==> src/rtl/lives_if.sv <==
// lives_if: game-control, frame, miss and lives/status signals of lives_tracker
interface lives_if;
  logic       Game_Enable;
  logic       GameTimer_Reset;
  logic       VMA_busy;
  logic       ballMissed;
  logic [1:0] LivesCount;
  logic       Ball_Enable;
  logic       Respawn_Active;
  logic       GameOver;
  modport master (
    output Game_Enable, GameTimer_Reset, VMA_busy, ballMissed,
    input  LivesCount, Ball_Enable, Respawn_Active, GameOver
  );
  modport slave (
    input  Game_Enable, GameTimer_Reset, VMA_busy, ballMissed,
    output LivesCount, Ball_Enable, Respawn_Active, GameOver
  );
endinterface

==> src/rtl/lives_tracker.sv <==
// lives_tracker: counts lives on ball misses and holds the ball off for a frame-counted respawn
module lives_tracker #(
  parameter int START_LIVES    = 3,
  parameter int RESPAWN_FRAMES = 60,
  parameter int FRAME_CNT_W    = 6
) (
  input logic   Clk_100MHz,
  input logic   Reset,
  lives_if.slave bus
);
  typedef enum logic [1:0] {IDLE, PLAY, RESPAWN, OVER} state_t;
  localparam logic [1:0]             START = 2'(START_LIVES);
  localparam logic [FRAME_CNT_W-1:0] LAST  = FRAME_CNT_W'(RESPAWN_FRAMES - 1);
  state_t                 r_state, w_state;
  logic [1:0]             r_lives, w_lives;
  logic [FRAME_CNT_W-1:0] r_cnt, w_cnt;
  logic                   r_ball, w_ball, r_resp, w_resp, r_over, w_over;
  logic                   r_vprev, r_mprev, w_tick, w_miss;
  assign bus.LivesCount     = r_lives;
  assign bus.Ball_Enable    = r_ball;
  assign bus.Respawn_Active = r_resp;
  assign bus.GameOver       = r_over;
  // next state, lives, counter and flags; new-game request overrides every state
  always_comb begin
    w_tick  = bus.VMA_busy & ~r_vprev;
    w_miss  = bus.ballMissed & ~r_mprev;
    w_state = r_state;
    w_lives = r_lives;
    w_cnt   = r_cnt;
    w_ball  = 1'b0;
    w_resp  = 1'b0;
    w_over  = 1'b0;
    if (bus.GameTimer_Reset) begin
      w_state = IDLE;
      w_lives = START;
      w_cnt   = '0;
    end else begin
      case (r_state)
        IDLE: if (bus.Game_Enable) begin
          w_state = PLAY;
          w_ball  = 1'b1;
        end
        PLAY: if (w_miss & bus.Game_Enable) begin
          if (r_lives > 2'd1) begin
            w_lives = r_lives - 2'd1;
            w_state = RESPAWN;
            w_cnt   = '0;
            w_resp  = 1'b1;
          end else begin
            w_lives = 2'd0;
            w_state = OVER;
            w_over  = 1'b1;
          end
        end else w_ball = bus.Game_Enable;
        RESPAWN: begin
          w_resp = 1'b1;
          if (w_tick & bus.Game_Enable) begin
            if (r_cnt == LAST) begin
              w_state = PLAY;
              w_cnt   = '0;
              w_resp  = 1'b0;
              w_ball  = 1'b1;
            end else w_cnt = r_cnt + 1'b1;
          end
        end
        OVER: begin
          w_over  = 1'b1;
          w_lives = 2'd0;
        end
        default: w_state = IDLE;
      endcase
    end
  end
  // state, outputs and edge-detect history, cleared immediately by reset
  always_ff @(posedge Clk_100MHz or posedge Reset) begin
    if (Reset) begin
      r_state <= IDLE;
      r_lives <= START;
      r_cnt   <= '0;
      r_ball  <= 1'b0;
      r_resp  <= 1'b0;
      r_over  <= 1'b0;
      r_vprev <= 1'b0;
      r_mprev <= 1'b0;
    end else begin
      r_state <= w_state;
      r_lives <= w_lives;
      r_cnt   <= w_cnt;
      r_ball  <= w_ball;
      r_resp  <= w_resp;
      r_over  <= w_over;
      r_vprev <= bus.VMA_busy;
      r_mprev <= bus.ballMissed;
    end
  end
endmodule

==> src/flat_wrapper.sv <==
// flat-port wrapper written by rule: the top's interface ports become plain ports
module lives_tracker_flat 
#(
  parameter int START_LIVES    = 3,
  parameter int RESPAWN_FRAMES = 60,
  parameter int FRAME_CNT_W    = 6
)
  (Clk_100MHz, Reset, bus_Game_Enable, bus_GameTimer_Reset, bus_VMA_busy, bus_ballMissed, bus_LivesCount, bus_Ball_Enable, bus_Respawn_Active, bus_GameOver);
  lives_if bus_i ();
  input logic Clk_100MHz;
  input logic Reset;
  input wire logic [$bits(bus_i.Game_Enable)-1:0] bus_Game_Enable;
  input wire logic [$bits(bus_i.GameTimer_Reset)-1:0] bus_GameTimer_Reset;
  input wire logic [$bits(bus_i.VMA_busy)-1:0] bus_VMA_busy;
  input wire logic [$bits(bus_i.ballMissed)-1:0] bus_ballMissed;
  output wire logic [$bits(bus_i.LivesCount)-1:0] bus_LivesCount;
  output wire logic [$bits(bus_i.Ball_Enable)-1:0] bus_Ball_Enable;
  output wire logic [$bits(bus_i.Respawn_Active)-1:0] bus_Respawn_Active;
  output wire logic [$bits(bus_i.GameOver)-1:0] bus_GameOver;
  assign bus_i.Game_Enable = bus_Game_Enable;
  assign bus_i.GameTimer_Reset = bus_GameTimer_Reset;
  assign bus_i.VMA_busy = bus_VMA_busy;
  assign bus_i.ballMissed = bus_ballMissed;
  assign bus_LivesCount = bus_i.LivesCount;
  assign bus_Ball_Enable = bus_i.Ball_Enable;
  assign bus_Respawn_Active = bus_i.Respawn_Active;
  assign bus_GameOver = bus_i.GameOver;
  lives_tracker #(.START_LIVES(START_LIVES), .RESPAWN_FRAMES(RESPAWN_FRAMES), .FRAME_CNT_W(FRAME_CNT_W)) u_core (.Clk_100MHz(Clk_100MHz), .Reset(Reset), .bus(bus_i));
endmodule
==> config.mk <==
export PLATFORM = sky130hd
export DESIGN_NAME = lives_tracker_flat
export DESIGN_NICKNAME = d
export VERILOG_FILES = /design/src/rtl/lives_if.sv /design/src/rtl/lives_tracker.sv /design/src/flat_wrapper.sv
export SDC_FILE = /design/constraint.sdc
export NUM_CORES = 1
export LEC_CHECK = 0
export CELL_PAD_IN_SITES_DETAIL_PLACEMENT = 1
export CELL_PAD_IN_SITES_GLOBAL_PLACEMENT = 1
export CORE_MARGIN = 2
export CORE_UTILIZATION = 30
export CTS_CLUSTER_DIAMETER = 100
export DETAILED_ROUTE_END_ITERATION = 10
export GPL_TIMING_DRIVEN = 0
export PLACE_DENSITY_LB_ADDON = 0.25
export SYNTH_ARGS = -nofsm -noshare
export SYNTH_HDL_FRONTEND = slang
export SYNTH_SLANG_ARGS = --single-unit
==> constraint.sdc <==
create_clock -name Clk_100MHz -period 2.5 [get_ports Clk_100MHz]
set_input_delay 0.5 -clock Clk_100MHz [delete_from_list [all_inputs] [get_ports Clk_100MHz]]
set_output_delay 0.5 -clock Clk_100MHz [all_outputs]
set_load 0.05 [all_outputs]
==> results of run 1 <==
## path summary, 6_finish.rpt
path / from / endpoint / depth (start not counted)
max in group asynchronous: Reset / u_core.r_mprev / 2
worst min register to register: u_core.r_cnt[0] / u_core.r_cnt[0] / 1
worst max-delay path: u_core.bus.LivesCount[1] / bus_LivesCount[1] / 1
worst min-delay path: bus_GameTimer_Reset / u_core.bus.GameOver / 2
worst max register to register: u_core.r_state[1] / u_core.r_cnt[5] / 7
min in group asynchronous: Reset / u_core.r_cnt[5] / 2
## stage by stage
stage | hold WS [ns] | setup WS, ns | cells | instance area, µm² | util, %
final | 0.511 | 0.266 | 159 | 1120 | 37.1
after global routing | 0.527 | 0.223 | 159 | 1120 | 37.1
after CTS | 0.496 | 0.259 | 159 | 1120 | 37.1
after detailed placement | 0.525 | 0.324 | 155 | 1100 | 36.3
after global placement | 0.513 | 0.328 | 155 | 1100 | 36.3
after floorplan | 0.400 | 0.890 | 102 | 953 | -
## layout make-up
type	instances	area (µm²)	area share (%)
multi-input combinational	77	534	47.5
sequential	15	378	33.6
timing repair buffer	9	90.1	8.01
tap	44	55.1	4.89
clock buffer	4	26.3	2.34
inverter	7	26.3	2.34
buffer	3	15.0	1.33
## cells in the mapped netlist
library cell / count
a31oi_1: 1
dfstp_2: 2
inv_1: 7
dfrtp_1: 13
nor3_1: 3
nand4_2: 1
and4b_1: 1
a22oi_1: 1
nand2_1: 14
a311oi_1: 1
a41oi_1: 1
nand3_1: 3
o21ai_0: 5
nand3b_4: 1
nor3b_1: 1
or3_1: 1
buf_2: 2
a211oi_1: 2
o2bb2ai_1: 1
nor2b_1: 2
o211ai_1: 1
clkbuf_2: 1
nand2b_1: 3
nand4_1: 1
a31o_2: 1
and3_1: 2
o32ai_1: 1
and4_1: 1
o31ai_1: 2
nor2_1: 3
a211o_2: 1
and3b_2: 2
a21oi_1: 7
o22ai_1: 1
a21o_1: 2
o21a_1: 1
o31ai_4: 1
a211o_1: 2
mux2i_1: 1
ha_1: 5
## cell families (layout without fill, tap and decap cells)
group                      after synthesis  count (layout)  share of synthesized area, %
and+or+nand+nor                         39              39                          24.0
AOI/OAI and AO/OA                       32              32                          24.4
DFF                                     15              15                          39.6
buffers and inverters                   10              23                          4.33
adders and majority gates                5               5                          6.56
muxes                                    1               1                          1.05
## registers in the layout, summed over array words and instances, names as in the netlist
register and count:
u_core.bus.Ball_Enable 1, u_core.r_state 2, u_core.r_mprev 1, u_core.r_cnt 6
u_core.bus.GameOver 1, u_core.bus.LivesCount 2, u_core.r_vprev 1, u_core.bus.Respawn_Active 1
## power breakdown
part / switching (mW) / internal (mW)
clock network: 0.0917 / 0.0623
registers: 0.0102 / 0.256
logic: 0.0747 / 0.0437
total: 0.177 / 0.362
## routing by layer
metal | up-vias | GRT usage, %
li1 | 408 | -
met1 | 414 | 21.8
met2 | 14 | 25.3
met3 | 5 | 2.13
met4 | 0 | 7.94
met5 | - | 0
## worst reg2reg max path: stages, from the launching register on
cell	delay, ns
dfrtp_1	0.43
inv_1	0.12
ha_1	0.15
clkbuf_2	0.20
and4b_1	0.35
a21o_1	0.23
o32ai_1	0.09
a31o_2	0.22
==> reports/metrics.yaml, run 1 <==
flow_run:
  cap_violations: 0
pwr:
  cellLeakagePower_nw: 0.498
  p_per_area_mw_per_mm2: 479
  power_mw: 0.538
  peakVddDrop_mv: 0.162
logic_synthesis:
  yosysSeqAreaShare_pct: 39.6
  ys_top_cells_by_area: "dfrtp_1 (34%), ha_1 (6.6%), dfstp_2 (5.5%)"
  synth_top_area_share_pct: 34.1
  synthCells: 102
  syn_nets: 113
  synth_area_per_cell_um2: 9.35
  post_synth_num_cell_types: 40
  synth-seq-cells: 15
  synth_warnings: 0
  yosysTopAreaCell: "dfrtp_1"
  synth_area_um2: 953
cts:
  clockBufferDepth: 2
  clk_latency_ns: 0.30
  clk_pin_slew_ns: 0.10
  cts_tree: "done"
  cts_htree_levels: 1
  post-cts-setup-buffer-count: 0
  cts_buffers: 3
  clock-root-buffer: "clkbuf_4"
  cts_resized: 0
  cts.sinks: 15
  holdBufCountCts: 0
drt:
  top_layer: "met4"
  drt-vias-per-instance: 5.29
  route.layer.met1.wl_um: 1240
  routedWlPerCell_um: 15.5
  dr.first_iter.drc_count: 11
  wirelength_um: 2460
  first_pass_iters: 4
  met3WireLength_um: 63
  num_vias: 841
  route.detailed.drc: 0
  wl_met2_um: 1110
  ant_nets: 0
global_route:
  grt_usage_pct: 16.1
  grt_pass1_wl_um: 4270
  grt_antenna_before_repair: 0
  overflow: 0
  grt_max_degree: 16
  grt_pass1_vias: 889
layout:
  fill_cells: 361
  layout.nets: 127
  final_cell_mix: "nand2_1 (14), dfrtp_1 (13), clkdlybuf4s50_1 (9)"
  syn2layout_area_growth_pct: 18.0
  drive_above_1_share_pct: 13.0
  diodes: 0
  final_common_cell: "nand2_1"
floorplan:
  core_area_mm2: 0.00303
  chipHeight_um: 60.4
  dieArea_mm2: 0.00365
  boundaryPins: 11
  die_w_um: 60.4
  start_util_pct: 31.5
  num_rows: 20
timing:
  worst_pin_slew_ns: 0.622
  grt_setup_unrepaired: "false"
  finalClockSkew_ns: 0.00119
  finalCritPeriodShare_pct: 89.4
  finalCriticalPeriod_ns: 2.23
  setup_viol: 0
  finalHoldViolCount: 0
  drv_slew: 0
  fin_tns_setup_ns: 0
  slew_headroom_pct: 58.5
  max_freq_mhz: 448
min_path:
  min_path_type: "primary input to flip-flop"
setup_path:
  critical_path.max_fanout: 7
  worstPathArrival_ns: 1.73
  crit_slowest_cell: "clkdlybuf4s50_1"
  cp_top_family: "buffers and inverters"
  path_cells: "clkdlybuf4s50_1"
  r2r_slack_ns: 0.61
  timing.critical_path.to_type: "output port"
  crit_buf_inv: 1
  startpoint_type: "flip-flop"
  cpPeakStageDelay_ns: 0.82
  critical_path_class: "flip-flop to output port"
  crit_required_ns: 2.00
run_status:
  status: "complete, no violations"
placement:
  gp_congestion: 0.815
  hpwl_um: 1830
  portBuffers: 9
Power figures use the tool's default switching activity.
==> run 2: changes to the inputs <==
--- a/config.mk
+++ b/config.mk
@@ -11,8 +11,9 @@
 export CORE_UTILIZATION = 30
 export CTS_CLUSTER_DIAMETER = 100
 export DETAILED_ROUTE_END_ITERATION = 10
-export GPL_TIMING_DRIVEN = 0
 export PLACE_DENSITY_LB_ADDON = 0.25
+export RECOVER_POWER = 25
+export SLEW_MARGIN = 20
 export SYNTH_ARGS = -nofsm -noshare
 export SYNTH_HDL_FRONTEND = slang
 export SYNTH_SLANG_ARGS = --single-unit
==> reports/metrics.yaml, run 2 (synthesis results as in run 1) <==
pwr:
  p_sw_mw: 0.181
  peakVddDrop_mv: 0.151
  comb_power_share_pct: 21.9
  cellLeakagePower_nw: 0.497
  clkPwrFrac_pct: 28.8
  p_seq_share_pct: 49.3
  power_mw: 0.540
  p_per_area_mw_per_mm2: 478
  intPower_mw: 0.359
  power_switching_share_pct: 33.5
layout:
  layout.nets: 126
  final_common_cell: "nand2_1"
  diodes: 0
  regMostFlops: "u_core.r_cnt"
  final_core_util_pct: 37.3
  layout.cells.non_filler: 158
  drive_above_1_share_pct: 12.3
  finish.instance_area_mm2: 0.00113
  final_cell_mix: "nand2_1 (14), dfrtp_1 (13), inv_1 (7), a21oi_1 (7), clkdlybuf4s50_1 (7)"
  largest_register_ffs: 6
  syn2layout_area_growth_pct: 18.4
cts:
  post-cts-setup-buffer-count: 0
  cts.sinks: 15
  cts_buffers: 3
  clk_latency_ns: 0.30
  clockBufferDepth: 2
  clk_pin_slew_ns: 0.11
  holdBufCountCts: 0
  cts_tree: "done"
  cts_htree_levels: 1
  cts_resized: 0
  clock-root-buffer: "clkbuf_4"
placement:
  hpwl_um: 1830
  placed_cells: 154
  place_area_mm2: 0.00110
  portBuffers: 10
  gp_congestion: 0.797
  pre_cts_slack_ns: 0.303
timing:
  max_freq_mhz: 445
  drv_slew: 0
  finalCriticalPeriod_ns: 2.25
  worst_pin_slew_ns: 0.618
  setup_viol: 0
  finalCritPeriodShare_pct: 89.9
  grt_setup_unrepaired: "false"
  finalClockSkew_ns: 0.00759
  setup_slack_ns: 0.251
  hold_slack_ns: 0.548
  finalHoldViolCount: 0
  slew_headroom_pct: 58.7
  fin_tns_setup_ns: 0
setup_path:
  timing.critical_path.to_type: "output port"
  crit_required_ns: 2.00
  cpPeakStageDelay_ns: 0.83
  reg2regPathDepth: 6
  reg2reg_to: "u_core.r_cnt[0]"
  cp.depth: 1
  critical_path_class: "flip-flop to output port"
  startpoint_type: "flip-flop"
  critical_path.max_fanout: 7
  crit_buf_inv: 1
  r2r_slack_ns: 0.53
  worstPathArrival_ns: 1.75
  crit_slowest_cell: "clkdlybuf4s50_1"
  path_cells: "clkdlybuf4s50_1"
  cp_top_family: "buffers and inverters"
  reg2reg_from: "u_core.r_state[0]"
drt:
  dr.first_iter.drc_count: 9
  wirelength_um: 2450
  ant_nets: 0
  route.detailed.drc: 0
  first_pass_iters: 4
  num_vias: 825
  drt-vias-per-instance: 5.22
  routedWlPerCell_um: 15.5
floorplan:
  num_rows: 20
  start_util_pct: 31.5
  boundaryPins: 11
  die_w_um: 60.4
  chipHeight_um: 60.4
  core_area_mm2: 0.00303
  dieArea_mm2: 0.00365
min_path:
  min_path_cells: 1
  holdPathEnd: "u_core.r_cnt[0]"
  min_path_type: "flip-flop to flip-flop"
  hold_start: "u_core.r_cnt[0]"
run_status:
  status: "complete, no violations"
global_route:
  overflow: 0
  grt_usage_pct: 16.0
  grt_antenna_before_repair: 0
  grt_pass1_vias: 882
  grt_max_degree: 16
  grt_pass1_wl_um: 4200
flow_run:
  cap_violations: 0
-- run 2: changes by cell type in the layout (fill, tap and decap cells not counted) --
cell	previous run	this run
buf_2	2	0
clkbuf_1	1	0
buf_4	0	1
clkbuf_2	1	0
clkdlybuf4s50_1	9	7
dlygate4sd3_1	0	3
clkinv_2	0	1
-- run 2: layer usage --
| metal | track usage, % | vias to the layer above | part of all wire, % |
|---|---|---|---|
| met5 | 0 | - | 0 |
| met4 | 7.62 | 0 | 1.7 |
| met3 | 2.56 | 4 | 3.2 |
| met2 | 24.8 | 13 | 45 |
| met1 | 21.8 | 407 | 50 |
| li1 | - | 401 | - |
-- run 2: worst max-delay path by stage --
stage	startpoint	slack, ns	end
after floorplan	u_core.r_state[1]	0.89	u_core.r_cnt[5]
after global placement	bus_Game_Enable	0.31	u_core.r_state[0]
after detailed placement	bus_Game_Enable	0.30	u_core.r_state[0]
after CTS	u_core.bus.LivesCount[1]	0.24	bus_LivesCount[1]
after global routing	u_core.bus.LivesCount[1]	0.20	bus_LivesCount[1]
final	u_core.bus.LivesCount[1]	0.25	bus_LivesCount[1]
-- run 2: final cells by class --
| type | instances | area [µm²] |
|---|---|---|
| fill | 365 | 1900 |
| multi-input combinational | 77 | 534 |
| sequential | 15 | 378 |
| timing repair buffer | 11 | 108 |
| tap | 44 | 55.1 |
| inverter | 7 | 26.3 |
| clock buffer | 3 | 22.5 |
| clock inverter | 1 | 5.00 |
-- run 2: power groups by stage --
| stage | Clock, mW | Combinational, mW | Sequential, mW |
|---|---|---|---|
| 2_1_floorplan | 0 | 0.0601 | 0.288 |
| 4_1_cts | 0.158 | 0.121 | 0.266 |
| 3_5_place_dp | 0 | 0.120 | 0.271 |
| 6_report | 0.156 | 0.118 | 0.266 |
| 5_1_grt | 0.170 | 0.130 | 0.268 |
| 3_3_place_gp | 0 | 0.118 | 0.270 |
==> run 3: changes to the inputs <==
--- a/config.mk
+++ b/config.mk
@@ -7,6 +7,7 @@
 export LEC_CHECK = 0
 export CELL_PAD_IN_SITES_DETAIL_PLACEMENT = 1
 export CELL_PAD_IN_SITES_GLOBAL_PLACEMENT = 1
+export CORE_ASPECT_RATIO = 0.75
 export CORE_MARGIN = 2
 export CORE_UTILIZATION = 30
 export CTS_CLUSTER_DIAMETER = 100
==> reports/metrics.yaml, run 3 (synthesis results as in run 1) <==
timing:
  finalClockSkew_ns: 0.00619
  max_freq_mhz: 461
  grt_setup_unrepaired: "false"
  slew_headroom_pct: 59.3
  worst_pin_slew_ns: 0.610
  finalCritPeriodShare_pct: 86.7
  drv_slew: 0
  finalCriticalPeriod_ns: 2.17
  finalHoldViolCount: 0
  setup_viol: 0
  fin_tns_setup_ns: 0
pwr:
  cellLeakagePower_nw: 0.505
  p_per_area_mw_per_mm2: 511
  peakVddDrop_mv: 0.283
floorplan:
  chipHeight_um: 52.8
  dieArea_mm2: 0.00365
  core_area_mm2: 0.00298
  die_w_um: 69.1
  num_rows: 17
  boundaryPins: 11
  start_util_pct: 32.0
setup_path:
  crit_required_ns: 2.00
  crit_path_start: "u_core.bus.LivesCount[1]"
  reg2regPathDepth: 6
  critical_path.max_fanout: 7
  crit_buf_inv: 1
  critical_path_class: "flip-flop to output port"
  cp.depth: 1
  cpPeakStageDelay_ns: 0.82
  timing.critical_path.to_type: "output port"
  path_cells: "clkdlybuf4s50_1"
  worstPathArrival_ns: 1.67
  crit_slowest_cell: "clkdlybuf4s50_1"
  startpoint_type: "flip-flop"
  reg2reg_from: "u_core.r_state[0]"
  cp_top_family: "buffers and inverters"
cts:
  post-cts-setup-buffer-count: 0
  cts_buffers: 3
  clockBufferDepth: 2
  clk_latency_ns: 0.25
  cts.sinks: 15
  holdBufCountCts: 0
  cts_htree_levels: 1
  cts_tree: "done"
  cts_resized: 0
  clock-root-buffer: "clkbuf_8"
  clk_pin_slew_ns: 0.07
placement:
  portBuffers: 10
  gp_congestion: 0.784
  placed_cells: 148
  place_area_mm2: 0.00109
  hpwl_um: 1870
layout:
  syn2layout_area_growth_pct: 19.6
  final_common_cell: "nand2_1"
  final_cell_mix: "nand2_1 (14), dfrtp_1 (13), inv_1 (7), a21oi_1 (7), clkdlybuf4s50_1 (7)"
  drive_above_1_share_pct: 12.3
  layout.cells.non_filler: 152
  finish.instance_area_mm2: 0.00114
  largest_register_ffs: 6
  layout.nets: 126
  regMostFlops: "u_core.r_cnt"
  fill_cells: 357
  diodes: 0
drt:
  ant_nets: 0
  drt-vias-per-instance: 5.57
  wirelength_um: 2490
  routedWlPerCell_um: 16.4
  num_vias: 847
  route.detailed.drc: 0
  dr.first_iter.drc_count: 21
  first_pass_iters: 4
global_route:
  grt_usage_pct: 15.4
  grt_pass1_vias: 881
  grt_pass1_wl_um: 4290
  grt_max_degree: 16
  overflow: 0
  grt_antenna_before_repair: 0
min_path:
  min_path_type: "flip-flop to flip-flop"
  min_path_cells: 1
  hold_start: "u_core.r_cnt[0]"
flow_run:
  cap_violations: 0
run_status:
  status: "complete, no violations"
-- run 3: cell count changes in the layout (fill, tap and decap cells not counted) --
cell and change:
clkbuf_4 -3, clkbuf_8 +3
-- run 3: routing by layer --
metal | GRT usage [%] | vias to the layer above | part of all wire (%)
li1 | - | 400 | -
met5 | 0 | - | 0
met1 | 19.9 | 425 | 51
met3 | 4.62 | 2 | 5.1
met4 | 4.58 | 0 | 0.68
met2 | 25.0 | 20 | 43
-- run 3: final timing paths --
path	endpoint	slack, ns
max in group asynchronous	u_core.r_cnt[0]	1.34
setup / recovery	bus_LivesCount[1]	0.33
hold reg to reg	u_core.r_cnt[0]	0.53
setup reg to reg	u_core.r_cnt[0]	0.55
hold / removal	u_core.r_cnt[0]	0.53
min in group asynchronous	u_core.bus.Respawn_Active	0.76
-- run 3: stage by stage --
step                setup WS [ns]  util, %  total power, mW  hold slack (ns)
floorplan                   0.890        -            0.348            0.400
global placement            0.394     36.7            0.389            0.524
detailed placement          0.340     36.7            0.389            0.527
CTS                         0.322     38.3            0.593            0.535
global route                0.299     38.3            0.611            0.567
finish                      0.333     38.3            0.582            0.533
-- run 3: final cells by class --
cell class              count  area (µm²)  area share (%)
clock buffers               3        41.3            3.62
well taps                  38        47.5            4.17
repair buffers             11         108            9.44
inverters                   7        26.3            2.31
flip-flops and latches     15         378            33.2
clock inverters             1        5.00           0.439
multi-input cells          77         534            46.9
-- run 3: power by group --
part           internal, mW  total, mW  switching [mW]  leakage, nW
Combinational        0.0441      0.119          0.0748        0.283
Clock                 0.110      0.198          0.0873       0.0255
Sequential            0.256      0.266         0.00986        0.196
Total                 0.410      0.582           0.172        0.505
